--- src/rtl/button_pulse_conditioner.sv ---
// Pushbutton conditioner: two-flop synchronizer, debounce FSM, one registered
// enable pulse per accepted press. Optional auto-repeat under `BTN_AUTOREPEAT_EN.
module button_pulse_conditioner #(
    parameter int CNT_W           = 20,
    parameter int DEBOUNCE_CYCLES = 500000,
    parameter int RPT_W           = 25,
    parameter int REPEAT_CYCLES   = 25000000
) (
    input  logic       clk,
    input  logic       reset,
    input  logic       btn_raw,
    output logic       enable_pulse,
    output logic       btn_level,
    output logic [1:0] state_dbg
);

    typedef enum logic [1:0] {
        IDLE        = 2'b00,
        PRESS_CHK   = 2'b01,
        PRESSED     = 2'b10,
        RELEASE_CHK = 2'b11
    } state_t;

    localparam logic [CNT_W-1:0] CNT_LAST = CNT_W'(DEBOUNCE_CYCLES - 1);

    state_t           state, state_n;
    logic             sync1, sync2;
    logic [CNT_W-1:0] cnt, cnt_n;
    logic             level_n, press_pulse, rpt_pulse;

    always_ff @(posedge clk) begin
        if (!reset) begin
            sync1        <= 1'b0;
            sync2        <= 1'b0;
            state        <= IDLE;
            cnt          <= '0;
            btn_level    <= 1'b0;
            enable_pulse <= 1'b0;
        end else begin
            sync1        <= btn_raw;
            sync2        <= sync1;
            state        <= state_n;
            cnt          <= cnt_n;
            btn_level    <= level_n;
            enable_pulse <= press_pulse | rpt_pulse;
        end
    end

    always_comb begin
        state_n     = state;
        cnt_n       = cnt;
        level_n     = btn_level;
        press_pulse = 1'b0;
        case (state)
            IDLE: begin
                if (sync2) begin
                    state_n = PRESS_CHK;
                    cnt_n   = CNT_W'(1);
                end else begin
                    cnt_n   = '0;
                end
            end
            PRESS_CHK: begin
                if (!sync2) begin
                    state_n = IDLE;
                    cnt_n   = '0;
                end else if (cnt == CNT_LAST) begin
                    state_n     = PRESSED;
                    level_n     = 1'b1;
                    press_pulse = 1'b1;
                    cnt_n       = '0;
                end else begin
                    cnt_n = cnt + CNT_W'(1);
                end
            end
            PRESSED: begin
                if (!sync2) begin
                    state_n = RELEASE_CHK;
                    cnt_n   = CNT_W'(1);
                end
            end
            RELEASE_CHK: begin
                // A high sample mid-release is contact bounce: go back without a pulse.
                if (sync2) begin
                    state_n = PRESSED;
                    cnt_n   = '0;
                end else if (cnt == CNT_LAST) begin
                    state_n = IDLE;
                    level_n = 1'b0;
                    cnt_n   = '0;
                end else begin
                    cnt_n = cnt + CNT_W'(1);
                end
            end
            default: begin
                state_n = IDLE;
                cnt_n   = '0;
            end
        endcase
    end

`ifdef BTN_AUTOREPEAT_EN
    localparam logic [RPT_W-1:0] RPT_LAST = RPT_W'(REPEAT_CYCLES - 1);

    logic [RPT_W-1:0] rcnt;

    // Counts only while settled in PRESSED; any excursion restarts the period.
    always_ff @(posedge clk) begin
        if (!reset) begin
            rcnt <= '0;
        end else if (state == PRESSED) begin
            rcnt <= (rcnt == RPT_LAST) ? '0 : rcnt + RPT_W'(1);
        end else begin
            rcnt <= '0;
        end
    end

    assign rpt_pulse = (state == PRESSED) && (rcnt == RPT_LAST);
`else
    assign rpt_pulse = 1'b0;

    if (RPT_W < 1 || REPEAT_CYCLES < 2) begin : g_rpt_cfg_unused
    end
`endif

    assign state_dbg = state;

endmodule

--- config.mk ---
export PLATFORM = sky130hd
export DESIGN_NAME = button_pulse_conditioner
export DESIGN_NICKNAME = d
export VERILOG_FILES = /design/src/rtl/button_pulse_conditioner.sv
export SDC_FILE = /design/constraint.sdc
export NUM_CORES = 1
export LEC_CHECK = 0
export CELL_PAD_IN_SITES_DETAIL_PLACEMENT = 1
export CELL_PAD_IN_SITES_GLOBAL_PLACEMENT = 1
export CORE_MARGIN = 4
export CORE_UTILIZATION = 34
export CTS_CLUSTER_SIZE = 40
export DETAILED_ROUTE_END_ITERATION = 10
export PLACE_DENSITY = 0.76
export SYNTH_ARGS = -nofsm -noshare
export SYNTH_HDL_FRONTEND = slang
export SYNTH_SLANG_ARGS = --single-unit
--- constraint.sdc ---
create_clock -name clk -period 1.9 [get_ports clk]
set_input_delay 0.57 -clock clk [delete_from_list [all_inputs] [get_ports clk]]
set_output_delay 0.57 -clock clk [all_outputs]
set_load 0.005 [all_outputs]
Word-level counts from Yosys, hierarchy flattened
Cells that the tools add are included. W data, S select, Z words.

Register bits: 26. Bits in latches: 0. RAM bits: 0. ROM bits: 0. Input bits: 3. Output and inout port bits: 4. Word-level logic and storage cells: 43. Memories kept: 0.

Add/subtract/negate cells: 1. $mul: 0. Div/mod/pow operators: 0. $lt $le $gt $ge: 0. Equal/unequal tests: 12. Shift-type cells: 0. Muxes and demuxes: 19. Bitwise logic cells: 0. Reductions and logical operators: 5.

Operators with widths (number): $mux W20 (4); $pmux W20 S4 (1); $add A20 B1 Y20 const B (1); $eq A20 B19 Y1 const B (1); $mux W2 (6); $ne A2 B2 Y1 const B (6); $pmux W2 S4 (1); $mux W1 (6); $ne A3 B3 Y1 const B (2); $reduce_and A5 Y1 (1); $eq A2 B2 Y1 const B (2); $reduce_and A4 Y1 (1); $reduce_and A3 Y1 (1); $eq A2 B1 Y1 const B (1); $logic_not A2 Y1 (1); $pmux W1 S2 (1); $reduce_bool A2 Y1 (1).

Logic depth before layout (Yosys ltp)
Depth in word-level cells: 4. Mapped depth: 8. Mapped depth without buffers: 6.

Worst setup path after synthesis
OpenSTA, ideal clock, no wires.

Kind: register to register. Start: register cnt[0]. End: register cnt[5]. Setup time: 0.130 ns. Data arrival time: 1.798 ns. Data required time: 1.770 ns. Setup slack: -0.029 ns. Stages on the path, launching flop included: 9. Path buffers: 2. Cells stage by stage: dfxtp_1 ha_1 nand4_2 nor4_1 a211oi_2 buf_6 buf_6 a21oi_2 a31oi_1.

Cells in the longest elaborated chain, start to end: 4. Elaborated cells between the ends (all ways): 6. Those cells by class: 1 x add/sub; 1 x eq/ne; 4 x mux.

Ends and longest elaborated chain: start, declared (line 28) `logic [CNT_W-1:0] cnt, cnt_n;`; start signal, assigned (line 43) `cnt <= cnt_n;`; $add A20 B1 Y20 / $eq A20 B19 Y1 (equally long branches); $mux W20 (*) (line 67, 87); $mux W20, on equally long branches (line 84, 64); $pmux W20 S4 (*) (line 54) `case (state)`.

Mark *: on every way between the ends. The rest lies on a longest branch, timed or not. A chain may end at the register's enable or synchronous reset.

Final worst setup path
Start: register cnt[9]. End: register cnt[12].

Same word-level chain as after synthesis.

==> summary.md <==
| Metric | Value |
|---|---|
| Status | finished with violations |
| Failing checks | negative setup slack |
| CTS Sinks | 26 |
| MaxCap Viol Count | 0 |
| Final cell count without fillers | 259 |
| Fin area | between 1500 and 2000 sq um |
| Max Clock Skew | 0.00778 ns |
| Final min period | between 1.5 and 2 ns |
| Met1 WL | 2000 um |
| Synthesized netlist cell count | between 150 and 200 |
| Crit share post-route | 1.02 |
| GRT Total Usage | 0.190 |
| Syn. warnings | 0 |
| Vias in the first global route | 1602 |
| Vias per cell | 5.70 |
| Top_reg_cell synth | dfxtp_1 |
| Synth top cells by count | dfxtp_1 (26), nand2_1 (17), a21oi_1 (15) |
| Io pins | 7 |
| Sequential area share after synthesis | 0.369 |
| Width of the die | slightly above 70 um |
| First-pass GRT wire length | between 7000 and 8000 um |
| Final hold violations | 0 |
| Slowest-stage cell, CP | or4b_4 |
| Worst hold path type | flip-flop to flip-flop |
| Router iterations before antenna repair | 4 |
| Final slew viol count | 0 |
| CP endpoint kind | flip-flop |
| I/O Buffers | 6 |
| Footprint of the multi-input gates | 911 sq um |
| Critical Path RT | about 2.1 ns |
| Largest net degree at the start of global routing | 14 |
| Worst-path clk slew | 0.10 ns |
| Post-synthesis cell area | ~1400 sq um |
| Dpl ws | -0.0727 ns |
| Die Y | 72.4 um |
| Asr flop ratio synth | 0 |
| Top post-synthesis cells by area | dfxtp_1 (37%), a21oi_1 (5.3%), nand2_1 (4.5%) |
| Die ar. | about 5200 sq um |
| CORE AREA | ~4000 sq um |
| Number of routed nets with antenna violations | 0 |
| Hold_ws | 0.449 ns |
| Max Freq | slightly above 0.5 GHz |
| Most frequent cell after synthesis | dfxtp_1 |
| Share of layout cells above drive strength 1 | 0.316 |
| CP Class | flip-flop to flip-flop |
| Placer Congestion | slightly above 0.9 |
| Area after DPL | 1750 sq um |
| Synthesized net count | 174 |
| ANT cells | 0 |
| Post-synth EDFFs | 0 |
| Unrepaired setup endpoints after global routing | true |
| Slew @ Worst Pin | 0.390 ns |
| Clk buf depth | 2 |
| Fill cell count | 465 |
| Register area | 526 sq um |
| Critical-path maximum fanout | 8 |
| CTS tree | done |
| Maximum VDD drop | roughly 250 uV |
| Yosys cell types | 46 |
| # DRC | 0 |
| Worst setup SP type | flip-flop |
| Critical path arrival | roughly 2.1 ns |
| Top-area cell type share of the netlist area | 0.369 |
| Leading area contributor after synthesis | dfxtp_1 |
| Root buffer cell | clkbuf_8 |
| WL final | 4560 um |
| DR iter-0 viols | 94 |
| P&R area growth vs syn | 37.4% |
| CP bufs+invs | 1 |
| Routed via count | approximately 1500 |
| WL/cell | about 18 um |
| Gr ovfl total | 0 |
| Crit-path max cell delay | between 0.5 and 0.6 ns |
| CTS Buf Count | 3 |
| Initial antenna violation count | 0 |
| Routed wl met3 | 134 um |
| Final nets | 215 |
| Syn Area/Cell | 8.29 sq um |
| Worst Slack Setup Final | -0.0364 ns |
| Detailed Place HPWL | 3340 um |
| Yosys reg bits | 26 |
| CP delay by family, top | simple AND/OR/NAND/NOR gates |
| CTS H-tree depth | 1 |
| Highest routing layer actually used | met4 |
| Power Dens Cells | 479 nW/um^2 |
| CP Cell Sequence | or4b_4 -> nor3_4 -> a211oi_2 -> buf_6 -> and3_1 -> a221o_1 |
| Initial Util | 0.353 |
| Post-Place Cells | 252 |
| Finish-stage setup viols | 1 |
| Slew HR | 0.738 |
| Pleak | 0.729 nW |
| Total chip power | 0.929 mW |
| Floorplan row count | 23 |
| Clock latency on the worst-skew pair | 0.27 ns |
| Met2 WL | between 2000 and 2500 um |
routing by layer:
metal | track usage | vias to the layer above
met5 | 0 | -
met4 | 0.0389 | 0
met3 | 0.0249 | 6
met2 | 0.339 | 24
met1 | 0.244 | 735
li1 | - | 711
power by group:
part	total, mW	switching, mW	leakage (nW)	internal [mW]
logic	0.0532	0.0248	0.495	0.0283
registers	0.556	0.00488	0.212	0.551
clock network	0.320	0.178	0.0216	0.142
total	0.929	0.208	0.729	0.721
cells by family after synthesis:
family | count (synthesis) | share of synthesized area
AND/OR/NAND/NOR | 85 | 0.349
buffers and inverters | 12 | 0.0497
adder cells (fa/ha/maj) | 1 | 0.00887
AO/OA/AOI/OAI | 41 | 0.185
XOR/XNOR | 2 | 0.0178
multiplexers | 3 | 0.0213
flip-flops | 26 | 0.369
timing repair:
action,CTS,global route
hold buffers,0,0
resized for setup,6,16
setup buffers,2,1
gates cloned,0,1
endpoints found under the setup margin,4,11
pin swaps,3,2
flip-flops by register name, indices dropped and copies added, names as in the netlist, named ones only:
signal and flops:
cnt 20, btn_level 1, enable_pulse 1, state_dbg 1, sync1 1, sync2 1
final cells by class:
class	instances	area share
inverter	4	0.00775
multi-input combinational	132	0.470
timing repair buffer	44	0.198
sequential	26	0.271
clock buffer	3	0.0213
tap	50	0.0323
worst reg2reg max path, stage by stage (launching register included):
cell and delay (ns):
dfxtp_2 0.33, or4b_4 0.56, nor3_4 0.24, a211oi_2 0.10, buf_6 0.16, and3_1 0.17, a221o_1 0.26
metrics by stage:
stage / util / setup TNS, ns
after floorplan: - / 0
after CTS: 0.459 / -0.0456
final: 0.485 / -0.0364
after global placement: 0.438 / -0.0503
after detailed placement: 0.438 / -0.383
after global routing: 0.485 / -0.331
path summary, 6_finish.rpt:
path	start	end	slack, ns	cells after the start
setup / recovery	cnt[9]	cnt[12]	-0.04	6
hold / removal	sync1	sync2	0.45	1
setup reg to reg	cnt[9]	cnt[12]	-0.04	6
hold reg to reg	sync1	sync2	0.45	1
placed cells by master, fill, tap and decap left out, drive strengths merged, types with 2 or more instances in the layout:
cell type / count
dfxtp: 26
nor4: 6
nand2: 17
buf: 37
a31oi: 4
and3: 3
nor2: 11
or4b: 2
a21oi: 18
clkbuf: 4
clkdlybuf4s50: 6
and2: 4
nand2b: 2
nand3: 12
and4: 3
nor2b: 2
inv: 4
nand3b: 4
mux2i: 3
o21ai: 8
nor3: 7
nand4: 8
(Power assumes the default switching activity.)
